### src/rtl/inst_fetch.sv
// ---------------------------------------------------------------------------
// inst_fetch
//
// Instruction fetch unit. Owns the program counter, drives the instruction
// ROM address and registers the returned word for the decode stage. Handles
// start/halt sequencing, stalls, absolute branch redirection with a single
// squashed fall-through fetch, and counts issued instructions.
//
// Parameters
//   A   instruction address width (ROM depth 2**A)
//   W   instruction word width
//   CW  issued-instruction counter width
//
// Ports
//   Clk          in   rising-edge clock
//   Reset_n      in   asynchronous active-low reset
//   Start        in   begin execution at address 0 (honoured in IDLE/HALTED)
//   Stall        in   freeze the fetch pipeline this cycle
//   BranchEn     in   the word on InstOut is a taken branch
//   Target       in   absolute branch target
//   InstIn       in   ROM data, combinational from InstAddress
//   InstAddress  out  program counter / ROM address
//   InstOut      out  registered instruction word
//   InstValid    out  InstOut holds a live instruction
//   Done         out  halt word has been fetched
//   InstCount    out  saturating count of issued instructions since Start
// ---------------------------------------------------------------------------
module inst_fetch #(
    parameter int A  = 12,
    parameter int W  = 9,
    parameter int CW = 16
) (
    input  logic          Clk,
    input  logic          Reset_n,
    input  logic          Start,
    input  logic          Stall,
    input  logic          BranchEn,
    input  logic [A-1:0]  Target,
    input  logic [W-1:0]  InstIn,
    output logic [A-1:0]  InstAddress,
    output logic [W-1:0]  InstOut,
    output logic          InstValid,
    output logic          Done,
    output logic [CW-1:0] InstCount
);

    typedef enum logic [1:0] {
        ST_IDLE   = 2'd0,
        ST_RUN    = 2'd1,
        ST_HALTED = 2'd2
    } state_t;

    state_t        state_q, state_d;
    logic [A-1:0]  pc_q, pc_d;
    logic [W-1:0]  inst_q, inst_d;
    logic          valid_q, valid_d;
    logic          done_q, done_d;
    logic [CW-1:0] count_q, count_d;

    // The halt opcode is the all-ones instruction word.
    logic halt_word;
    // A branch is only meaningful when the word on InstOut is live.
    logic take_branch;
    logic count_max;

    assign halt_word   = &InstIn;
    assign take_branch = BranchEn && valid_q;
    assign count_max   = &count_q;

    // -----------------------------------------------------------------------
    // State register
    // -----------------------------------------------------------------------
    always_ff @(posedge Clk or negedge Reset_n) begin
        if (!Reset_n) begin
            state_q <= ST_IDLE;
            pc_q    <= '0;
            inst_q  <= '0;
            valid_q <= 1'b0;
            done_q  <= 1'b0;
            count_q <= '0;
        end else begin
            state_q <= state_d;
            pc_q    <= pc_d;
            inst_q  <= inst_d;
            valid_q <= valid_d;
            done_q  <= done_d;
            count_q <= count_d;
        end
    end

    // -----------------------------------------------------------------------
    // Next-state logic
    // -----------------------------------------------------------------------
    always_comb begin
        state_d = state_q;
        pc_d    = pc_q;
        inst_d  = inst_q;
        valid_d = valid_q;
        done_d  = done_q;
        count_d = count_q;

        unique case (state_q)
            ST_IDLE: begin
                pc_d    = '0;
                valid_d = 1'b0;
                if (Start) begin
                    state_d = ST_RUN;
                    count_d = '0;
                    done_d  = 1'b0;
                end
            end

            ST_RUN: begin
                // Stall freezes everything and overrides branch and halt.
                if (!Stall) begin
                    if (take_branch) begin
                        // Fall-through word fetched this cycle is dropped:
                        // not captured, not counted, not checked for halt.
                        pc_d    = Target;
                        valid_d = 1'b0;
                    end else begin
                        inst_d  = InstIn;
                        valid_d = 1'b1;
                        if (!count_max) begin
                            count_d = count_q + 1'b1;
                        end
                        if (halt_word) begin
                            // Halt word is issued and counted, PC stays on it.
                            state_d = ST_HALTED;
                            done_d  = 1'b1;
                        end else begin
                            pc_d = pc_q + 1'b1;  // wraps modulo 2**A
                        end
                    end
                end
            end

            ST_HALTED: begin
                // The halt word was valid for exactly one cycle; from here
                // on the output is frozen but no longer live.
                valid_d = 1'b0;
                done_d  = 1'b1;
                if (Start) begin
                    state_d = ST_RUN;
                    pc_d    = '0;
                    done_d  = 1'b0;
                    count_d = '0;
                end
            end

            default: begin
                state_d = ST_IDLE;
                pc_d    = '0;
                valid_d = 1'b0;
                done_d  = 1'b0;
            end
        endcase
    end

    // -----------------------------------------------------------------------
    // Outputs
    // -----------------------------------------------------------------------
    assign InstAddress = pc_q;
    assign InstOut     = inst_q;
    assign InstValid   = valid_q;
    assign Done        = done_q;
    assign InstCount   = count_q;

endmodule

### config.mk
export PLATFORM = sky130hd
export DESIGN_NAME = inst_fetch
export DESIGN_NICKNAME = d
export VERILOG_FILES = /design/src/rtl/inst_fetch.sv
export SDC_FILE = /design/constraint.sdc
export NUM_CORES = 1
export LEC_CHECK = 0
export ABC_CLOCK_PERIOD_IN_PS = 2300
export CORE_MARGIN = 5
export CORE_UTILIZATION = 49
export DETAILED_ROUTE_END_ITERATION = 16
export GPL_TIMING_DRIVEN = 0
export PLACE_DENSITY = 0.85
export SLEW_MARGIN = 20
export SYNTH_ARGS = -nofsm -noshare
export SYNTH_HDL_FRONTEND = slang
export SYNTH_SLANG_ARGS = --single-unit
### constraint.sdc
create_clock -name Clk -period 2.3 [get_ports Clk]
set_input_delay 0.23 -clock Clk [delete_from_list [all_inputs] [get_ports Clk]]
set_output_delay 0.23 -clock Clk [all_outputs]
set_load 0.01 [all_outputs]
# Yosys cells after proc, flatten, opt, wreduce, memory -nomap -nowiden
# Index checks and enable logic that the tools add are counted.
totals:
  regBits: 41
  input_bits: 26
  out_inout_bits: 39
classes:
  add_sub_neg: 2
  n_eq_ne: 10
  muxes: 24
  bitwise_logic: 2
  reduce_logical: 11
op_table:
  columns: ["operator", "n"]
  rows:
  - ["$mux W16", 4]
  - ["$mux W12", 4]
  - ["$pmux W16 S2", 1]
  - ["$pmux W12 S2", 1]
  - ["$add A16 B1 Y16 const B", 1]
  - ["$reduce_and A16 Y1", 1]
  - ["$add A12 B1 Y12 const B", 1]
  - ["$ne A2 B2 Y1 const B", 6]
  - ["$reduce_and A9 Y1", 1]
  - ["$mux W1", 8]
  - ["$mux W2", 4]
  - ["$reduce_and A4 Y1", 2]
  - ["$reduce_and A3 Y1", 2]
  - ["$reduce_and A5 Y1", 1]
  - ["$pmux W2 S2", 1]
  - ["$ne A3 B3 Y1 const B", 1]
  - ["$pmux W1 S3", 1]
  - ["$eq A2 B1 Y1 const B", 1]
  - ["$eq A2 B2 Y1 const B", 1]
  - ["$logic_not A2 Y1", 1]
  - ["$ne A2 B1 Y1 const B", 1]
  - ["$not A1 Y1", 2]
  - ["$reduce_bool A2 Y1", 1]
  - ["$reduce_or A2 Y1", 1]
  - ["$logic_and A1 B1 Y1", 1]

# Longest topological paths before layout
# Gate-level depths: netlist of run 1.
depth:
  ltp_word: 5
  depth_mapped: 8
  ltp_nobuf: 6

# Least setup slack after synthesis of run 1
# No wires, ideal clock.
synth_path:
  path_type: "reg-to-reg"
  start: "reg count_q[0], in the netlist InstCount[0]"
  end: "reg count_q[14], in the netlist InstCount[14]"
  setup_ns: 0.124
  arrival_time_ns: 1.835
  required_ns: 2.176
  setup_slack_ns: 0.341
  path_stages_with_launch: 6
  n_path_buf: 0
  period_less_slack_ns: 1.959
  cell_sequence: "dfrtp_1 ha_1 nand3_4 or4_4 o211a_1 a211o_1"
synth_between:
  elab_chain_cells: 5
  elab_cells_between_ends: 8
synth_rtl:
  columns: ["item", "line_no", "text"]
  rows:
  - ["start, declared", "58", "logic [CW-1:0] count_q, count_d;"]
  - ["start signal, assigned", "87", "count_q <= count_d;"]
  - ["$add A16 B1 Y16", "125", "count_d = count_q + 1'b1;"]
  - ["$mux W16", "124", "if (!count_max) begin"]
  - ["$mux W16", "116", "if (take_branch) begin"]
  - ["$mux W16", "115", "if (!Stall) begin"]
  - ["$pmux W16 S2", "102", "unique case (state_q)"]
# Parallel ways exist; a longest one is shown, timed or not. The select of a mux whose other input is x is not followed.
# A chain may end at the register's enable or synchronous reset.

# Worst setup path in the final report of run 1
layout_path:
  start: "reg state_q[0]"
  end: "reg count_q[10], in the netlist InstCount[10]"
layout_between:
  elab_chain_cells: 4
  elab_cells_between_ends: 11
layout_rtl:
  columns: ["item", "line_no", "text"]
  rows:
  - ["start, declared", "53", "state_t state_q, state_d;"]
  - ["start signal, assigned", "82", "state_q <= state_d;"]
  - ["$eq A2 B2 Y1 or $logic_not A2 Y1 (tied branches)", "102", null]
  - ["$reduce_or A2 Y1 (no source line)", null, null]
  - ["$ne A2 B1 Y1 (no source line) or $reduce_bool A2 Y1 (tied branches)", null, null]
  - ["$reduce_and A5 Y1 (no source line)", null, null]
# Parallel ways exist; a longest one is shown, timed or not.

==> results of run 1 <==
==> critical path: cells and delay by family (launching register included) <==
kind / cells / cell delay (ps)
simple gates: 2 / 520
buf+inv: 1 / 80
flops: 1 / 380
compound gates: 2 / 860
fa+ha+maj: 1 / 250
==> power groups by stage <==
stage	Clock (uW)	Sequential [uW]	Combinational, uW
2_1_floorplan	0	1130	790
3_3_place_gp	0	1070	1440
3_5_place_dp	0	1080	1480
4_1_cts	481	1060	1490
5_1_grt	512	1100	1640
6_report	469	1070	1490
==> cell families (layout without fill, tap and decap cells) <==
group	after synthesis	count (layout)	synth area share (%)
compound gates	93	93	26.7
simple gates	83	83	19.6
flops	41	41	42.1
buf+inv	22	96	3.54
mux	12	12	5.44
fa+ha+maj	5	5	2.57
==> registers in the layout, indices dropped and copies added, names as in the netlist <==
signal       cells
Done             1
InstCount       16
InstValid        1
InstOut          9
InstAddress     12
state_q          2
==> metal layers <==
layer	GRT usage, %	part of all wire (%)	up-vias
li1	-	-	1134
met1	28.7	45	1162
met2	34.9	48	82
met3	4.37	5.8	8
met4	7.94	1.3	0
met5	0	0	-
==> through the flow <==
stage          power [uW]  instances  TNS (ps)
2_1_floorplan        1920        256         0
3_3_place_gp         2500        387     -2080
3_5_place_dp         2560        388         0
4_1_cts              3030        397         0
5_1_grt              3250        397         0
6_report             3030        397         0
==> Yosys cell counts, drive strengths merged (4+ instances only) <==
cell type,count
dfrtp,41
o21ai,25
nand2,22
a21oi,15
nand3,14
o31ai,11
clkbuf,10
mux2,10
nor2,10
inv,9
and3,7
nor4,6
ha,5
nor3,5
a31oi,4
nand4,4
o22a,4
o31a,4
==> how the worst min path moves through the flow <==
| stage | start | end | slack (ps) |
|---|---|---|---|
| floorplan | Reset_n | Done | -70 |
| global placement | InstOut[0] | InstOut[0] | 490 |
| detailed placement | Reset_n | InstAddress[4] | 190 |
| CTS | Reset_n | InstOut[6] | 400 |
| global route | Reset_n | InstOut[4] | 420 |
| finish | Reset_n | InstAddress[4] | 400 |
==> final cells by class <==
class	count	area, sq um	share of cell area [%]
clock buffer	5	68.8	2.10
timing repair buffer	66	666	20.3
multi-input combinational	193	1340	40.6
tap	67	83.8	2.55
clock inverter	3	17.5	0.533
buffer	13	53.8	1.64
inverter	9	33.8	1.03
sequential	41	1030	31.2
==> cells in the final DEF, fill, tap and decap left out, drive strengths merged, types with 7 or more instances in the layout <==
| cell type | n |
|---|---|
| o21ai | 25 |
| and3 | 7 |
| clkdlybuf4s50 | 63 |
| nand3 | 14 |
| nor2 | 10 |
| inv | 9 |
| o31ai | 11 |
| a21oi | 15 |
| clkbuf | 15 |
| nand2 | 22 |
| mux2 | 10 |
| dfrtp | 41 |
==> repair_timing <==
item / 4_1_cts / 5_1_grt
hold buffers: 1 / 0
setup buffers: 0 / 0
endpoints found under the setup margin: 0 / 21
hold endpoints to repair: 16 / 0
resized for setup: 0 / 4
==> flow_metrics.env, run 1 <==
export IMPL_nets=360
export IMPL_clk_latency_ps=300
export IMPL_cp_required_ps=2540
export IMPL_worst_pin_slew_ps=655
export IMPL_postRouteAntennaNets=0
export IMPL_cpPeakStageDelay_ps=640
export IMPL_grt_util_all_layers_pct=21.7
export IMPL_fin_hold_ws_ps=399
export IMPL_p_leak_uw=0.00136
export IMPL_rsz0062_at_grt="false"
export IMPL_die_y_microns=80.5
export IMPL_relSlewSlack_pct=55.8
export IMPL_fill_cells=407
export IMPL_synth_nets=287
export IMPL_combPwrFrac_pct=49.3
export IMPL_place_ws_ps=52.0
export IMPL_drv_slew=0
export IMPL_routed_wl_microns=6540
export IMPL_grt_pass1_wl_microns=10900
export IMPL_drtIter0Drc=193
export IMPL_ir_worst_vdd_v=0.000665
export IMPL_synth_edf_count=0
export IMPL_netlist_instances=256
export IMPL_die_area_sq_um=6480
export IMPL_start_util_pct=50.9
export IMPL_synth_seq_cells=41
export IMPL_clock_fmax_mhz=465
export IMPL_period_share_pct=93.5
export IMPL_setup_viol=0
export IMPL_cts_buffer_depth=2
export IMPL_cap_violations=0
export IMPL_finalClockSkew_ps=7.46
export IMPL_yosys_top_cells_area="dfrtp_1 42%, o21ai_0 4.9%, mux2_2 4.6%"
export IMPL_async_reset_ff_share_pct=100
export IMPL_place_hpwl_microns=4910
export IMPL_worstReg2RegStart="state_q[0]"
export IMPL_gp_congestion=0.866
export IMPL_clock_sinks=41
export IMPL_clk_pin_slew_ps=80
export IMPL_placed_area_sq_um=3180
export IMPL_postLayoutCellArea_sq_um=3280
export IMPL_crit_fanout=5
export IMPL_hold_path_class="in -> async"
export IMPL_cts_tree="done"
export IMPL_ys_flop_type="dfrtp_1"
export IMPL_route_detailed_drc=0
export IMPL_grt_max_degree=26
export IMPL_core_sq_um=4790
export IMPL_grt_pass1_vias=2269
export IMPL_synth_top_cell_by_area="dfrtp_1"
export IMPL_synth_top_cell_area_share_pct=42.1
export IMPL_pwr_share_clk_pct=15.5
export IMPL_p_seq_share_pct=35.2
export IMPL_r2r_slack_ps=150
export IMPL_crit_chain="inv_1, ha_1, nor2_1, nand3_1, a2111oi_0, o22a_1"
export IMPL_rows=25
export IMPL_via_per_inst=6.01
export IMPL_synth_yosys_seq_area_share_pct=42.1
export IMPL_routed_via_count=2386
export IMPL_h_tree_depth=2
export IMPL_reg2reg_depth=6
export IMPL_crit_end="InstCount[10]"
export IMPL_drive_gt1_share_pct=11.5
export IMPL_syn_to_final_growth_pct=34.8
export IMPL_io_buffers=64
export IMPL_hold_violations=0
export IMPL_die_w_microns=80.5
export IMPL_wl_per_cell_microns=16.5
export IMPL_ys_types=52
export IMPL_num_io_pins=65
export IMPL_criticalPathCategory="reg -> reg"
export IMPL_syn_avg_cell_area_sq_um=9.52
export IMPL_reg2reg_to="InstCount[10]"
export IMPL_synth_warnings=0
export IMPL_status="finished clean"
export IMPL_setup_slack_ps=150
export IMPL_synth_area_sq_um=2440
export IMPL_cts_root_buffer="clkbuf_8"
export IMPL_crit_start="state_q[0]"
export IMPL_end_kind="flip-flop"
export IMPL_p_sw_share_pct=40.5
export IMPL_antenna_found_initial=0
export IMPL_antennaDiodeCount=0
export IMPL_switchingPower_uw=1230
export IMPL_drt_pass1_iter_count=4
export IMPL_cp_start_kind="flip-flop"
export IMPL_p_per_area_nw_per_um2=922
export IMPL_critPathSlowestCell="a2111oi_0"
export IMPL_numCtsBuffers=5
export IMPL_utilization_pct=68.6
export IMPL_arrival_ps=2390
export IMPL_fin_crit_ps=2150
export IMPL_gr_total_overflow=0
export IMPL_p_int_uw=1800
No activity file was read; power rests on OpenSTA's default activity.
==> run 2, diff against run 1 <==
Settings changed: GPL_TIMING_DRIVEN 0 to not set.
==> run 2 against run 1 <==
Global-route usage down 1.1 points. Final area decreased by 1.5%. Setup slack gained 38 ps. Clock power shrank 2%. Critical path depth unchanged. First-iteration DRC count rose by 23%. Combinational power about the same.
==> flow_metrics.env, run 2 (synthesized netlist as in run 1, its figures left out) <==
export IMPL_cp_required_ps=2470
export IMPL_drive_gt1_share_pct=11.6
export IMPL_die_y_microns=80.5
export IMPL_relSlewSlack_pct=39.3
export IMPL_rsz0062_at_grt="false"
export IMPL_numCtsBuffers=5
export IMPL_p_leak_uw=0.00133
export IMPL_grt_busiest_layer="met2"
export IMPL_routed_via_count=2359
export IMPL_ir_worst_vdd_v=0.000815
export IMPL_finalClockSkew_ps=6.31
export IMPL_largest_reg_flops=16
export IMPL_clk_latency_ps=290
export IMPL_setup_viol=0
export IMPL_p_per_area_nw_per_um2=931
export IMPL_worst_pin_slew_ps=911
export IMPL_criticalPathCategory="reg -> reg"
export IMPL_rows=25
export IMPL_status="finished clean"
export IMPL_cts_tree="done"
export IMPL_die_area_sq_um=6480
export IMPL_start_util_pct=50.9
export IMPL_totalPowerFinal_uw=3010
export IMPL_holdBufCountCts=0
export IMPL_postCtsSetupBuffers=0
export IMPL_cts_root_buffer="clkbuf_8"
export IMPL_arrival_ps=2280
export IMPL_end_kind="flip-flop"
export IMPL_grt_max_degree=42
export IMPL_clock_fmax_mhz=474
export IMPL_grt_pass1_vias=2153
export IMPL_via_per_inst=6.10
export IMPL_place_hpwl_microns=4640
export IMPL_wl_per_cell_microns=16.4
export IMPL_io_buffers=64
export IMPL_antennaDiodeCount=0
export IMPL_fin_crit_ps=2110
export IMPL_crit_fanout=14
export IMPL_final_cell_mix="63 x clkdlybuf4s50_1, 41 x dfrtp_1, 24 x o21ai_0"
export IMPL_h_tree_depth=2
export IMPL_gr_total_overflow=0
export IMPL_num_io_pins=65
export IMPL_cts_resized=0
export IMPL_layout_commonest_cell="clkdlybuf4s50_1"
export IMPL_cts_buffer_depth=2
export IMPL_cap_violations=0
export IMPL_met2_usage_pct=34.2
export IMPL_grtUsageMet1_pct=26.9
export IMPL_antenna_found_initial=0
export IMPL_grt_util_all_layers_pct=20.5
export IMPL_hold_violations=0
export IMPL_syn_to_final_growth_pct=32.7
export IMPL_gp_congestion=0.819
export IMPL_core_sq_um=4790
export IMPL_clk_pin_slew_ps=80
export IMPL_cp_start_kind="flip-flop"
export IMPL_final_setup_tns_ps=0
export IMPL_nets=350
export IMPL_use_met3_pct=4.15
export IMPL_grt_pass1_wl_microns=10500
export IMPL_drt_pass1_iter_count=5
export IMPL_drv_slew=0
export IMPL_clock_sinks=41
export IMPL_hold_path_class="in -> async"
export IMPL_drtIter0Drc=237
export IMPL_die_w_microns=80.5
export IMPL_postRouteAntennaNets=0
export IMPL_routed_wl_microns=6330
export IMPL_route_detailed_drc=0
export IMPL_period_share_pct=91.8
==> run 2: cell types whose count changed in the layout (fill, tap and decap cells not counted), sizes merged <==
cell         delta
buf             +1
clkbuf         -10
dlygate4sd3     -1
==> run 2: report_power, final <==
group / internal, uW / switching, uW / total, uW
Clock: 209 / 248 / 458
Combinational: 714 / 772 / 1490
Sequential: 896 / 172 / 1070
Total: 1820 / 1190 / 3010
==> run 2: area by class of cell <==
| type | instances | area [sq um] |
|---|---|---|
| Inverter | 9 | 33.8 |
| Multi-Input combinational cell | 193 | 1330 |
| Tap cell | 67 | 83.8 |
| Fill cell | 389 | 1550 |
| Clock inverter | 3 | 17.5 |
| Clock buffer | 5 | 68.8 |
| Timing Repair Buffer | 69 | 673 |
| Sequential cell | 41 | 1030 |
==> run 2: metrics by stage <==
stage               hold slack, ps  worst slack, ps  std cells  area, sq um  utilization (%)
floorplan                    -65.6              341        256         2440                -
global placement               416              290        379         3150             65.8
detailed placement             406              249        379         3150             65.8
CTS                           92.6              237        387         3230             67.6
global route                   140             48.9        387         3230             67.6
finish                        65.1              189        387         3230             67.6
==> run 2: final timing paths <==
kind                       slack, ps       start             end  cells after the start
setup / recovery                 190  state_q[1]    InstCount[2]                      6
hold / removal                    70     Reset_n  InstAddress[6]                      1
setup reg to reg                 190  state_q[1]    InstCount[2]                      6
hold reg to reg                  510  InstOut[8]      InstOut[8]                      1
max in group asynchronous       1660     Reset_n    InstCount[4]                      1
min in group Clk                 510  InstOut[8]      InstOut[8]                      1
==> run 2: routing by layer <==
layer  vias to the layer above  share of wire, %
li1                       1110                 -
met1                      1149                43
met2                        86                49
met3                        14               6.4
met4                         0               1.8
met5                         -                 0
==> run 2: worst max-delay path: stages, from the launching register on <==
cell and delay (ps):
dfrtp_1 390, inv_1 100, ha_1 430, nor3_1 120, a211oi_1 400, o21ai_4 180, a221o_1 380
==> run 3, diff against run 2 <==
Settings changed: CAP_MARGIN set to 10, CORE_ASPECT_RATIO set to 1.4, CTS_CLUSTER_DIAMETER set to 80.
==> run 3 against run 2 <==
Sequential share of layout area down 0.50 points. Global-route usage up 0.64 points. Die area up 0.31%. Final area up 1.6%. Setup slack better by 0.87 ps. Via count up 1.4%. Utilization up 0.27 points. Clock power up 14%. Flip-flop and latch count unchanged. Largest cell class unchanged. Sequential power about the same. Largest power group unchanged.
==> flow_metrics.env, run 3 (synthesized netlist as in run 1, its figures left out) <==
export IMPL_grt_util_all_layers_pct=21.2
export IMPL_utilization_pct=67.9
export IMPL_crit_fanout=12
export IMPL_start_util_pct=50.3
export IMPL_route_detailed_drc=0
export IMPL_p_per_area_nw_per_um2=955
export IMPL_num_io_pins=65
export IMPL_routed_via_count=2393
export IMPL_drtIter0Drc=187
export IMPL_die_w_microns=69.6
export IMPL_die_area_sq_um=6500
export IMPL_routed_wl_microns=6800
export IMPL_cp_start_kind="flip-flop"
export IMPL_wl_per_cell_microns=17.5
export IMPL_dp_cells=380
export IMPL_postCtsSetupBuffers=0
export IMPL_rows=30
export IMPL_gr_total_overflow=0
export IMPL_crit_chain="inv_1, ha_1, buf_4, a21bo_2, nor4_2, or2_2, o21ai_0"
export IMPL_cts_root_buffer="clkbuf_8"
export IMPL_clock_fmax_mhz=474
export IMPL_antenna_found_initial=0
export IMPL_place_hpwl_microns=4850
export IMPL_postRouteAntennaNets=0
export IMPL_criticalPathCategory="reg -> reg"
export IMPL_cts_tree="done"
export IMPL_critPathBufInv=2
export IMPL_place_ws_ps=218
export IMPL_fill_cells=386
export IMPL_final_setup_tns_ps=0
export IMPL_nets=355
export IMPL_drv_slew=0
export IMPL_fin_crit_ps=2110
export IMPL_drive_gt1_share_pct=12.6
export IMPL_cp_required_ps=2460
export IMPL_ir_worst_vdd_v=0.000593
export IMPL_antennaDiodeCount=0
export IMPL_gp_congestion=0.876
export IMPL_rsz0062_at_grt="false"
export IMPL_largest_reg_flops=16
export IMPL_grt_pass1_wl_microns=11300
export IMPL_via_per_inst=6.15
export IMPL_setup_slack_ps=190
export IMPL_numCtsBuffers=5
export IMPL_cts_resized=0
export IMPL_layout_commonest_cell="clkdlybuf4s50_1"
export IMPL_holdBufCountCts=1
export IMPL_status="finished clean"
export IMPL_clk_latency_ps=300
export IMPL_cts_buffer_depth=2
export IMPL_worst_pin_slew_ps=574
export IMPL_hold_violations=0
export IMPL_finalClockSkew_ps=5.93
export IMPL_grt_max_degree=24
export IMPL_critPathSlowestCell="dfrtp_1"
export IMPL_fin_cells=389
export IMPL_hold_path_class="in -> async"
export IMPL_cap_violations=0
export IMPL_cpPeakStageDelay_ps=390
export IMPL_cp_top_family="simple AND/OR/NAND/NOR gates"
export IMPL_clock_sinks=41
export IMPL_grt_pass1_vias=2343
export IMPL_drt_pass1_iter_count=4
export IMPL_syn_to_final_growth_pct=34.8
export IMPL_core_sq_um=4840
export IMPL_period_share_pct=91.8
export IMPL_clk_pin_slew_ps=80
export IMPL_end_kind="flip-flop"
export IMPL_die_y_microns=93.5
export IMPL_h_tree_depth=2
export IMPL_p_leak_uw=0.00137
export IMPL_io_buffers=64
export IMPL_setup_viol=0
export IMPL_relSlewSlack_pct=61.2
export IMPL_arrival_ps=2270
export IMPL_final_cell_mix="63 x clkdlybuf4s50_1, 41 x dfrtp_1, 24 x o21ai_0"
[run 3: changes by cell type in the layout (fill, tap and decap cells not counted), sizes merged]
cell,previous run,this run
clkinvlp,1,0
clkinv,2,1
dlygate4sd3,0,1
clkbuf,5,7
buf,6,10
[run 3: layer usage]
layer,part of all wire (%),up-vias,track usage [%]
li1,-,1125,-
met1,42,1149,24.8
met2,52,108,38.5
met3,5.2,11,4.09
met4,1.6,0,7.00
met5,0,-,0
[run 3: cell type report]
cell class | instances | area, sq um | area share, %
clock buffers | 7 | 96.3 | 2.93
clock inverters | 1 | 5.00 | 0.152
inverters | 9 | 33.8 | 1.03
multi-input cells | 193 | 1330 | 40.5
flip-flops and latches | 41 | 1030 | 31.2
well taps | 64 | 80.1 | 2.44
repair buffers | 74 | 713 | 21.7
[run 3: power breakdown]
group          switching [uW]  internal (uW)
combinational             791            755
clock                     252            271
sequential                172            896
[run 3: metrics by stage]
step	cell area, sq um	power (uW)	hold WS (ps)
4_1_cts	3290	3150	466
3_3_place_gp	3170	2570	244
5_1_grt	3290	3330	496
3_5_place_dp	3170	2610	246
2_1_floorplan	2440	1920	-65.6
6_report	3290	3140	449
[run 3: final timing paths]
check,slack (ps),depth (start not counted),start,to
setup reg to reg,190,7,state_q[1],InstAddress[8]
hold reg to reg,510,1,InstOut[8],InstOut[8]
min in group Clk,510,1,InstOut[8],InstOut[8]
setup / recovery,190,7,state_q[1],InstAddress[8]
hold / removal,450,2,Reset_n,InstCount[10]
max in group asynchronous,1170,3,Reset_n,InstCount[6]
